===== src/rtl/cpu_pkg.sv =====
// Shared types for the 16-bit multi-cycle core: opcodes, sequencer
// states and instruction field helpers.
package cpu_pkg;

    typedef enum logic [2:0] {
        S_FETCH,
        S_DECODE,
        S_EXEC,
        S_MEM,
        S_HALT
    } state_t;

    localparam logic [3:0] OP_SUB  = 4'h0;
    localparam logic [3:0] OP_MOVL = 4'h8;
    localparam logic [3:0] OP_MOVH = 4'h9;
    localparam logic [3:0] OP_JMP  = 4'hE;
    localparam logic [3:0] OP_MEM  = 4'hF;

    localparam logic [3:0] X_JZ  = 4'h0;
    localparam logic [3:0] X_JNZ = 4'h1;
    localparam logic [3:0] X_JS  = 4'h2;
    localparam logic [3:0] X_JNS = 4'h3;
    localparam logic [3:0] X_LD  = 4'h0;
    localparam logic [3:0] X_ST  = 4'h1;

    typedef struct packed {
        logic [3:0] op;
        logic [3:0] ra;
        logic [3:0] rb;
        logic [3:0] rt;
    } insn_t;

    function automatic logic [7:0] imm8(insn_t i);
        return {i.ra, i.rb};
    endfunction

    // sub reads rb on port 1; everything else that needs it reads rt
    function automatic logic [3:0] port1_addr(insn_t i);
        return (i.op == OP_SUB) ? i.rb : i.rt;
    endfunction

    function automatic logic is_defined(insn_t i);
        logic ok;
        ok = 1'b0;
        case (i.op)
            OP_SUB, OP_MOVL, OP_MOVH: ok = 1'b1;
            OP_JMP:                   ok = (i.rb[3:2] == 2'b00);
            OP_MEM:                   ok = (i.rb[3:1] == 3'b000);
            default:                  ok = 1'b0;
        endcase
        return ok;
    endfunction

endpackage


===== src/rtl/cpu_alu.sv =====
// Combinational datapath: sub/movl/movh result and branch condition.
module cpu_alu
    import cpu_pkg::*;
(
    input  logic [3:0]  i_op,
    input  logic [3:0]  i_xop,
    input  logic [7:0]  i_imm8,
    input  logic [15:0] i_a,
    input  logic [15:0] i_b,
    output logic [15:0] o_result,
    output logic        o_taken
);

    always_comb begin
        o_result = '0;
        unique case (1'b1)
            (i_op == OP_SUB):  o_result = i_a - i_b;
            (i_op == OP_MOVL): o_result = {{8{i_imm8[7]}}, i_imm8};
            (i_op == OP_MOVH): o_result = {i_imm8, i_b[7:0]};
            default:           o_result = '0;
        endcase
    end

    always_comb begin
        o_taken = 1'b0;
        case (i_xop)
            X_JZ:    o_taken = (i_a == 16'h0000);
            X_JNZ:   o_taken = (i_a != 16'h0000);
            X_JS:    o_taken = i_a[15];
            X_JNS:   o_taken = ~i_a[15];
            default: o_taken = 1'b0;
        endcase
    end

endmodule


===== src/rtl/cpu_ctrl.sv =====
// Multi-cycle sequencer: owns PC, drives memory and register-file
// ports, prints on r0 writes and halts on undefined opcodes.
module cpu_ctrl
    import cpu_pkg::*;
#(
    parameter logic [15:0] RESET_PC = 16'h0000
) (
    input  logic        clk,
    input  logic        rst_n,
    input  logic        run,
    output logic [14:0] mem_raddr0,
    input  logic [15:0] mem_rdata0,
    output logic [14:0] mem_raddr1,
    input  logic [15:0] mem_rdata1,
    output logic        mem_wen,
    output logic [14:0] mem_waddr,
    output logic [15:0] mem_wdata,
    output logic [3:0]  reg_raddr0,
    output logic [3:0]  reg_raddr1,
    input  logic [15:0] reg_rdata0,
    input  logic [15:0] reg_rdata1,
    output logic        reg_wen,
    output logic [3:0]  reg_waddr,
    output logic [15:0] reg_wdata,
    output logic        print_valid,
    output logic [7:0]  print_char,
    output logic        halted,
    output logic [15:0] pc,
    output logic [31:0] retired
);

    state_t      r_state;
    state_t      w_next;
    logic [15:0] r_pc;
    logic [15:0] w_pc_next;
    logic [15:0] w_pc_inc;
    insn_t       r_ir;
    insn_t       w_dec;
    logic        r_halted;
    logic [31:0] r_retired;
    logic        w_retire;
    logic        w_halt;
    logic        w_wr;
    logic [15:0] w_wr_data;
    logic [3:0]  w_p1;
    logic [15:0] w_a;
    logic [15:0] w_b;
    logic [15:0] w_result;
    logic        w_taken;
    logic        w_defined;
    logic        w_is_jmp;
    logic        w_is_ld;
    logic        w_is_st;

    assign w_dec     = insn_t'(mem_rdata0);
    assign w_p1      = port1_addr(r_ir);
    assign w_a       = (r_ir.ra == 4'd0) ? 16'h0000 : reg_rdata0;
    assign w_b       = (w_p1 == 4'd0) ? 16'h0000 : reg_rdata1;
    assign w_pc_inc  = r_pc + 16'd2;
    assign w_defined = is_defined(r_ir);
    assign w_is_jmp  = w_defined && (r_ir.op == OP_JMP);
    assign w_is_ld   = w_defined && (r_ir.op == OP_MEM) && (r_ir.rb == X_LD);
    assign w_is_st   = w_defined && (r_ir.op == OP_MEM) && (r_ir.rb == X_ST);

    cpu_alu u_alu (
        .i_op     (r_ir.op),
        .i_xop    (r_ir.rb),
        .i_imm8   (imm8(r_ir)),
        .i_a      (w_a),
        .i_b      (w_b),
        .o_result (w_result),
        .o_taken  (w_taken)
    );

    always_ff @(posedge clk or negedge rst_n) begin
        if (!rst_n) begin
            r_state   <= S_FETCH;
            r_pc      <= RESET_PC;
            r_ir      <= '0;
            r_halted  <= 1'b0;
            r_retired <= '0;
        end else begin
            r_state <= w_next;
            r_pc    <= w_pc_next;
            if (r_state == S_DECODE) r_ir <= w_dec;
            if (w_halt) r_halted <= 1'b1;
            if (w_retire) r_retired <= r_retired + 32'd1;
        end
    end

    always_comb begin
        w_next     = r_state;
        w_pc_next  = r_pc;
        w_retire   = 1'b0;
        w_halt     = 1'b0;
        w_wr       = 1'b0;
        w_wr_data  = '0;
        mem_raddr1 = '0;
        mem_wen    = 1'b0;
        mem_waddr  = '0;
        mem_wdata  = '0;
        reg_raddr0 = '0;
        reg_raddr1 = '0;
        case (r_state)
            S_FETCH: begin
                if (run) w_next = S_DECODE;
            end
            S_DECODE: begin
                reg_raddr0 = w_dec.ra;
                reg_raddr1 = port1_addr(w_dec);
                w_next     = S_EXEC;
            end
            S_EXEC: begin
                w_next = S_FETCH;
                unique case (1'b1)
                    !w_defined: begin
                        w_halt = 1'b1;
                        w_next = S_HALT;
                    end
                    w_is_ld: begin
                        mem_raddr1 = w_a[15:1];
                        w_next     = S_MEM;
                    end
                    w_is_st: begin
                        mem_wen   = 1'b1;
                        mem_waddr = w_a[15:1];
                        mem_wdata = w_b;
                        w_retire  = 1'b1;
                        w_pc_next = w_pc_inc;
                    end
                    w_is_jmp: begin
                        w_retire  = 1'b1;
                        w_pc_next = w_taken ? (w_b & 16'hFFFE) : w_pc_inc;
                    end
                    default: begin
                        w_wr      = 1'b1;
                        w_wr_data = w_result;
                        w_retire  = 1'b1;
                        w_pc_next = w_pc_inc;
                    end
                endcase
            end
            S_MEM: begin
                w_wr      = 1'b1;
                w_wr_data = mem_rdata1;
                w_retire  = 1'b1;
                w_pc_next = w_pc_inc;
                w_next    = S_FETCH;
            end
            S_HALT: begin
                w_next = S_HALT;
            end
            default: begin
                w_next = S_FETCH;
            end
        endcase
    end

    // r0 is not stored: a write to it becomes a console character
    assign reg_wen     = w_wr && (r_ir.rt != 4'd0);
    assign print_valid = w_wr && (r_ir.rt == 4'd0);
    assign reg_waddr   = w_wr ? r_ir.rt : 4'd0;
    assign reg_wdata   = w_wr_data;
    assign print_char  = w_wr_data[7:0];

    assign mem_raddr0 = r_pc[15:1];
    assign pc         = r_pc;
    assign halted     = r_halted;
    assign retired    = r_retired;

endmodule


===== config.mk =====
export PLATFORM = sky130hd
export DESIGN_NAME = cpu_ctrl
export DESIGN_NICKNAME = d
export VERILOG_FILES = /design/src/rtl/cpu_pkg.sv /design/src/rtl/cpu_alu.sv /design/src/rtl/cpu_ctrl.sv
export SDC_FILE = /design/constraint.sdc
export NUM_CORES = 1
export LEC_CHECK = 0
export CORE_MARGIN = 5
export CORE_UTILIZATION = 44
export DETAILED_ROUTE_END_ITERATION = 8
export GPL_TIMING_DRIVEN = 0
export PLACE_DENSITY_LB_ADDON = 0.05
export SLEW_MARGIN = 20
export SYNTH_ARGS = -nofsm -noshare
export SYNTH_HDL_FRONTEND = slang
export SYNTH_SLANG_ARGS = --single-unit

===== constraint.sdc =====
create_clock -name clk -period 5.15 [get_ports clk]
set_input_delay 1.03 -clock clk [delete_from_list [all_inputs] [get_ports clk]]
set_output_delay 1.03 -clock clk [all_outputs]
set_load 0.005 [all_outputs]

==> out/qor.yml, run 1 <==
logic_synthesis:
  synth_top_area_cell: "dfrtp_1"
  yosys_warnings: 0
  post_synth_num_cell_types: 62
  synth-edff-count: 0
  post_synthesis_sequential_area_ratio_pct: 32.1
  muxShareOfSynthArea_pct: 2.32
  post_synth_fa_ha_maj_area_fraction_pct: 4.93
  dominantRegCellSynth: "dfrtp_1"
  main_combinational_cell_family_by_area_after_synthesis: "simple AND/OR/NAND/NOR gates"
  synth_nets: 754
  synthMostInstantiatedCell: "nand2_1"
  async_flop_share_pct: 100
  yosys_register_bits: 67
  yosys-top-cells-count: "120 x nand2_1, 71 x nor2_1, 67 x dfrtp_1"
  synth-xor-area-share_pct: 7.04
  leading_post_synthesis_cells_by_cell_area: "dfrtp_1 32%, nand2_1 8.6%, xnor2_1 5.4%, nor2_1 5.1%, ha_1 4.5%"
  synth-compound-area-share_pct: 17.8
  syn-cell-area_sq_um: 5230
  syn_area_per_cell_sq_um: 7.84
  synthCells: 667
  synth_top_cell_area_share_pct: 32.1
  yosys.area_share.simple_pct: 27.7
routing:
  drc_errors: 0
  drt_first_iter_violations: 481
  drt-total-wl_um: 20000
  drt_pass1_iterations: 5
  wire_per_inst_um: 18.8
  antenna_left: 0
  routed-via-count: 5954
  drt-vias-per-instance: 5.61
critical_path:
  worstPathArrival_ns: 4.03
  endpoint_kind: "output pin"
  worstPathRequired_ns: 4.12
  crit_top_cell: "o21ai_0"
  max_fanout_on_critical_path: 5
  slowest_library_cell_on_the_worst_path: "or4_4"
  max_stage_delay_ns: 0.59
  path_cells: "or4_4, nor4_4, a21oi_4, buf_6, and2_4, ha_2, fa_2, nor2b_4, o21ai_0, nand2b_1, xnor2_1, o21ai_0, a32oi_1, o21ai_2, buf_4, clkdlybuf4s50_1"
  critPathKind: "flop to output pin"
  cp-start-kind: "flop"
timing:
  count_of_final_hold_check_violations: 0
  worst_slew_pin_slew_ns: 1.03
  timing.final.ws_setup_ns: 0.0931
  max_freq_mhz: 198
  period_needed_ns: 5.06
  max_slew_violations: 0
  setup_violations: 0
  fin_worst_skew_ns: 0.00973
  final.period_utilization_pct: 98.2
  max-slew-margin-rel_pct: 31.0
  rsz0062_at_grt: "true"
cells_and_area:
  postLayoutCellArea_sq_um: 8260
  finish.cell_count_without_fillers: 1062
  filler_cell_count: 944
  n_antenna_cell: 0
  multi_input_area_sq_um: 3350
  nNetsFinal: 1001
  flow.area_growth_from_synthesis_pct: 58.1
  final_layout_size_suffix_gt1_share_pct: 15.1
  postLayoutCoreUtil_pct: 71.8
  total_area_of_sequential_cells_sq_um: 1680
placed_design:
  final_weighted_congestion_of_routability_driven_global_placement: 0.916
  area_post_placement_sq_um: 7570
  port_buffers: 214
  hpwlAfterDp_um: 15700
  detailedPlace.worstSlack_ns: -0.715
  dpl.cell_count: 1025
die:
  floorplan.io_pins: 216
  placement_rows: 39
  design.die.area_sq_um: 14200
  initial_core_util_pct: 45.4
  fp.dieH_um: 119
  core_box_area_sq_um: 11500
  die_x_um: 119
global_route:
  via_count_of_the_first_global_routing_pass: 5815
  pin_count_of_the_biggest_net_entering_global_routing: 39
  grt_antenna_before_repair: 0
  total_track_usage_pct: 27.5
  overall_overflow_remaining_after_global_route: 0
  first_pass_grt_wire_length_um: 31700
clocking:
  cts.root.buffer_cell: "clkbuf_16"
  ctsHtreeMaxLevel: 3
  clkTransAtPathRegs_ns: 0.06
  cts_buffers: 9
  tritoncts: "yes"
  clock_sink_count: 67
  clock_insertion_delay_worst_skew_ns: 0.34
  clockBufferDepth: 2
pwr:
  ir_drop_worst_vdd_mv: 0.289
  power-per-cell-area_nw_per_um2: 448
  leakage_nw: 3.72
status:
  run_status: "completed"
worst_hold_path:
  hold_path.class: "flop to flop"
job:
  cap_violations: 0
==> critical path, delay by kind of cell, from the launching register on <==
family	cells	cell delay (ns)
simple gates	5	1.20
buf+inv	3	0.78
compound gates	5	0.72
fa+ha+maj	2	0.55
flops	1	0.39
xor+xnor	1	0.06
==> where the power goes <==
part	switching [mW]	total [mW]	internal (mW)	leakage, nW
Combinational	1.19	2.26	1.07	2.69
Sequential	0.167	0.819	0.652	0.885
Clock	0.244	0.622	0.378	0.142
==> worst paths after layout <==
path,slack (ns),cells after the start,start,end
max,0.09,16,r_ir[12],reg_wdata[4]
min,0.48,1,retired[31],retired[31]
max reg2reg,2.63,9,r_ir[11],pc[8]
min reg2reg,0.48,1,retired[31],retired[31]
max in group asynchronous,3.98,2,rst_n,r_ir[15]
min in group asynchronous,0.61,1,rst_n,pc[3]
==> through the flow <==
step	hold slack, ns	total power [mW]	setup TNS [ns]
global route	0.497	3.93	-0.0142
CTS	0.478	3.54	-0.00986
finish	0.477	3.70	0
detailed placement	0.463	2.65	-4.39
floorplan	0.451	1.94	0
global placement	0.444	2.64	-4.73
==> registers in the layout, indices dropped and copies added (netlist names) <==
name,flops
pc,15
r_ir,16
r_state,3
halted,1
retired,32
==> layout by cell type, fill, tap and decap left out, types with 4 or more instances in the layout <==
master             n
a21o_1            10
a21oi_1           36
a22o_1             6
a22oi_1            5
a32oi_1            5
and2_1            17
and3_1            17
and4_1             5
buf_2              9
buf_4             49
buf_6              4
clkbuf_1          15
clkbuf_16          9
clkdlybuf4s50_1  205
dfrtp_1           64
ha_1              13
ha_2               4
inv_1             23
mux2_2             5
mux2i_1            5
nand2_1          114
nand2_2            5
nand2b_1          11
nand3_1           26
nand4_1            6
nor2_1            71
nor2b_1            5
nor3_1             5
nor4_1             4
o21ai_0           29
o21ai_1           13
xnor2_1           31
xor2_1             9
==> cells by family after synthesis <==
family | Yosys count
mux | 11
buf+inv | 79
fa+ha+maj | 20
flops | 67
xor+xnor | 42
compound gates | 142
other cells | 1
simple gates | 305
==> cell type report <==
class                           count  share of cell area [%]
Multi-Input combinational cell    521                    40.6
Timing Repair Buffer              238                    28.1
Sequential cell                    67                    20.3
Buffer                             52                    4.01
Clock buffer                        9                    2.73
Tap cell                          143                    2.17
Inverter                           25                    1.14
Clock inverter                      7                   0.924
==> layer usage <==
layer	track usage, %	up-vias	part of all wire [%]
li1	-	2780	-
met3	6.92	19	8.9
met4	6.30	0	1.4
met5	0	-	0
met1	37.2	2872	43
met2	44.4	283	47
==> what timing repair did <==
action	4_1_cts	5_1_grt
setup buffers	16	7
setup endpoints to repair	22	19
gates cloned	0	0
hold endpoints to repair	0	0
gates resized for setup	47	34
hold buffers	0	0
pin swaps	12	7
Power figures use the tool's default switching activity.
==> run 2: changes to the inputs <==
--- a/config.mk
+++ b/config.mk
@@ -6,8 +6,10 @@
 export NUM_CORES = 1
 export LEC_CHECK = 0
 export CORE_MARGIN = 5
-export CORE_UTILIZATION = 44
+export CORE_UTILIZATION = 62
+export CTS_CLUSTER_DIAMETER = 40
 export DETAILED_ROUTE_END_ITERATION = 8
+export DONT_BUFFER_PORTS = 1
 export GPL_TIMING_DRIVEN = 0
 export PLACE_DENSITY_LB_ADDON = 0.05
 export SLEW_MARGIN = 20
==> run 2 against run 1 <==
  * Via count decreased by 15%
  * Non-clock buffer count fell by 229
  * Flip-flop and latch count did not move
  * Worst setup slack better by 0.083 ns
  * Critical path depth down 2
  * Hold slack worse by 0.11 ns
  * Cell count fell by 25%
  * Combinational power decreased by 25%
  * Maximum frequency increased by 1.7%
  * Global-route usage up 3.7 points
  * Largest power group unchanged
==> out/qor.yml, run 2 (same netlist as run 1, synthesis figures left out) <==
status:
  run_status: "completed"  # unchanged
routing:
  wire_per_inst_um: 20.9  # was 18.8 um
  drt_pass1_iterations: 5  # unchanged
  drt-total-wl_um: 16600  # was 20000 um
  drc_errors: 0  # unchanged
  antenna_left: 0  # unchanged
  drt-vias-per-instance: 6.35  # was 5.61
  routed-via-count: 5045  # was 5954
  drt_first_iter_violations: 337  # was 481
die:
  floorplan.io_pins: 216  # unchanged
  core_box_area_sq_um: 8220  # was 11500 sq um
  design.die.area_sq_um: 10400  # was 14200 sq um
  initial_core_util_pct: 63.6  # was 45.4%
  fp.dieH_um: 102  # was 119 um
  placement_rows: 33  # was 39
  die_x_um: 102  # was 119 um
global_route:
  grt_antenna_before_repair: 0  # unchanged
  via_count_of_the_first_global_routing_pass: 4799  # was 5815
  overall_overflow_remaining_after_global_route: 0  # unchanged
  total_track_usage_pct: 31.2  # was 27.5%
  pin_count_of_the_biggest_net_entering_global_routing: 68  # was 39
  first_pass_grt_wire_length_um: 25100  # was 31700 um
clocking:
  clock_sink_count: 67  # unchanged
  cts_buffers: 9  # unchanged
  clkTransAtPathRegs_ns: 0.08  # was 0.06 ns
  clock_insertion_delay_worst_skew_ns: 0.35  # was 0.34 ns
  cts.root.buffer_cell: "clkbuf_8"  # was clkbuf_16
  tritoncts: "yes"  # unchanged
  clockBufferDepth: 2  # unchanged
  ctsHtreeMaxLevel: 3  # unchanged
  cts_hold_buffers: 0  # unchanged
cells_and_area:
  n_antenna_cell: 0  # unchanged
  filler_cell_count: 693  # was 944
  final_layout_size_suffix_gt1_share_pct: 14.1  # was 15.1%
  largest_register_ffs: 32  # unchanged
  most_frequent_cells_in_the_layout: "119 x nand2_1, 71 x nor2_1, 65 x dfrtp_1, 40 x o21ai_0, 37 x a21oi_1"  # was 205 x clkdlybuf4s50_1, 114 x nand2_1, 71 x nor2_1, 64 x dfrtp_1, 49 x buf_4
  flow.area_growth_from_synthesis_pct: 9.29  # was 58.1%
  postLayoutCoreUtil_pct: 69.5  # was 71.8%
  postLayoutCellArea_sq_um: 5710  # was 8260 sq um
  layout_commonest_cell: "nand2_1"  # was clkdlybuf4s50_1
  nNetsFinal: 772  # was 1001
critical_path:
  critPathKind: "flop to output pin"  # unchanged
  cp-start-kind: "flop"  # unchanged
  worstPathRequired_ns: 4.12  # about the same
  max_fanout_on_critical_path: 8  # was 5
  r2r_setup_slack_ns: 2.56  # was 2.63 ns
  worstPathArrival_ns: 3.94  # was 4.03 ns
  endpoint_kind: "output pin"  # unchanged
timing:
  worst_slew_pin_slew_ns: 0.998  # was 1.03 ns
  fin_worst_skew_ns: 0.0155  # was 0.00973 ns
  setup_violations: 0  # unchanged
  max_freq_mhz: 201  # was 198 MHz
  max_slew_violations: 0  # unchanged
  max-slew-margin-rel_pct: 32.9  # was 31.0%
  period_needed_ns: 4.97  # was 5.06 ns
  final.period_utilization_pct: 96.6  # was 98.2%
  fin_setup_tns_ns: 0  # unchanged
  count_of_final_hold_check_violations: 0  # unchanged
pwr:
  leakage_nw: 2.73  # was 3.72 nW
  power-per-cell-area_nw_per_um2: 512  # was 448 nW/um^2
  ir_drop_worst_vdd_mv: 0.379  # was 0.289 mV
placed_design:
  hpwlAfterDp_um: 12900  # was 15700 um
  area_post_placement_sq_um: 5360  # was 7570 sq um
  port_buffers: 0  # was 214
  final_weighted_congestion_of_routability_driven_global_placement: 0.920  # was 0.916
worst_hold_path:
  hold_path.class: "input port to async pin"  # was flop to flop
job:
  cap_violations: 0  # unchanged
-- run 2: changes by cell type in the layout (fill, tap and decap cells not counted), sizes merged, moves of 2 or more --
cell | previous run | this run
dlymetal6s2s | 3 | 0
clkinvlp | 2 | 0
dlygate4sd2 | 3 | 0
buf | 63 | 45
clkdlybuf4s50 | 205 | 0
clkinv | 2 | 5
-- run 2: area by class of cell --
type	instances	area [sq um]	area share, %
well taps	105	131	2.30
inverters	25	93.8	1.64
repair buffers	8	60.1	1.05
clock inverters	7	50.0	0.876
flip-flops and latches	67	1680	29.4
multi-input cells	521	3240	56.7
plain buffers	53	335	5.87
clock buffers	9	124	2.17
-- run 2: report_power, final --
| group | internal (mW) | switching, mW | total (mW) |
|---|---|---|---|
| Clock | 0.177 | 0.226 | 0.403 |
| Combinational | 0.692 | 0.993 | 1.69 |
| Sequential | 0.650 | 0.189 | 0.838 |
-- run 2: final timing paths --
path	endpoint	cells past startpoint	from
hold / removal	r_ir[1]	0	rst_n
max in group asynchronous	retired[8]	0	rst_n
hold reg to reg	retired[31]	1	retired[31]
min in group clk	retired[31]	1	retired[31]
setup / recovery	reg_wdata[15]	14	r_ir[15]
setup reg to reg	pc[12]	9	r_ir[11]
-- run 2: routing by layer --
layer  vias up  track usage (%)  part of all wire [%]
met1      2383             40.1                    38
met3        42             9.42                    12
li1       2322                -                     -
met5         -                0                     0
met4         0             12.2                   3.3
met2       298             49.7                    47
-- run 2: stage by stage --
step | setup WS, ns | instances | hold slack [ns] | power, mW
3_3_place_gp | -0.184 | 772 | 0.481 | 2.30
6_report | 0.176 | 795 | 0.367 | 2.93
5_1_grt | -0.0113 | 795 | 0.340 | 3.12
4_1_cts | 0.0519 | 793 | 0.352 | 2.86
2_1_floorplan | 0.539 | 667 | 0.451 | 1.94
3_5_place_dp | -0.0881 | 772 | 0.486 | 2.33
-- run 2: critical path, stage by stage (launching register included) --
cell and delay (ns):
dfrtp_2 0.44, or4_1 0.52, buf_4 0.19, a21oi_4 0.23, buf_6 0.14, buf_4 0.10
nand2_1 0.12, ha_1 0.25, and3_1 0.19, a211oi_2 0.26, a32oi_2 0.21, a211oi_2 0.34
a31oi_1 0.15, xnor2_1 0.19, o31ai_2 0.27
-- run 2: what timing repair did --
action,in CTS,in global routing
resized for setup,20,7
cloned,0,0
setup buffers,6,2
pin swaps,5,3
setup endpoints to repair,15,15
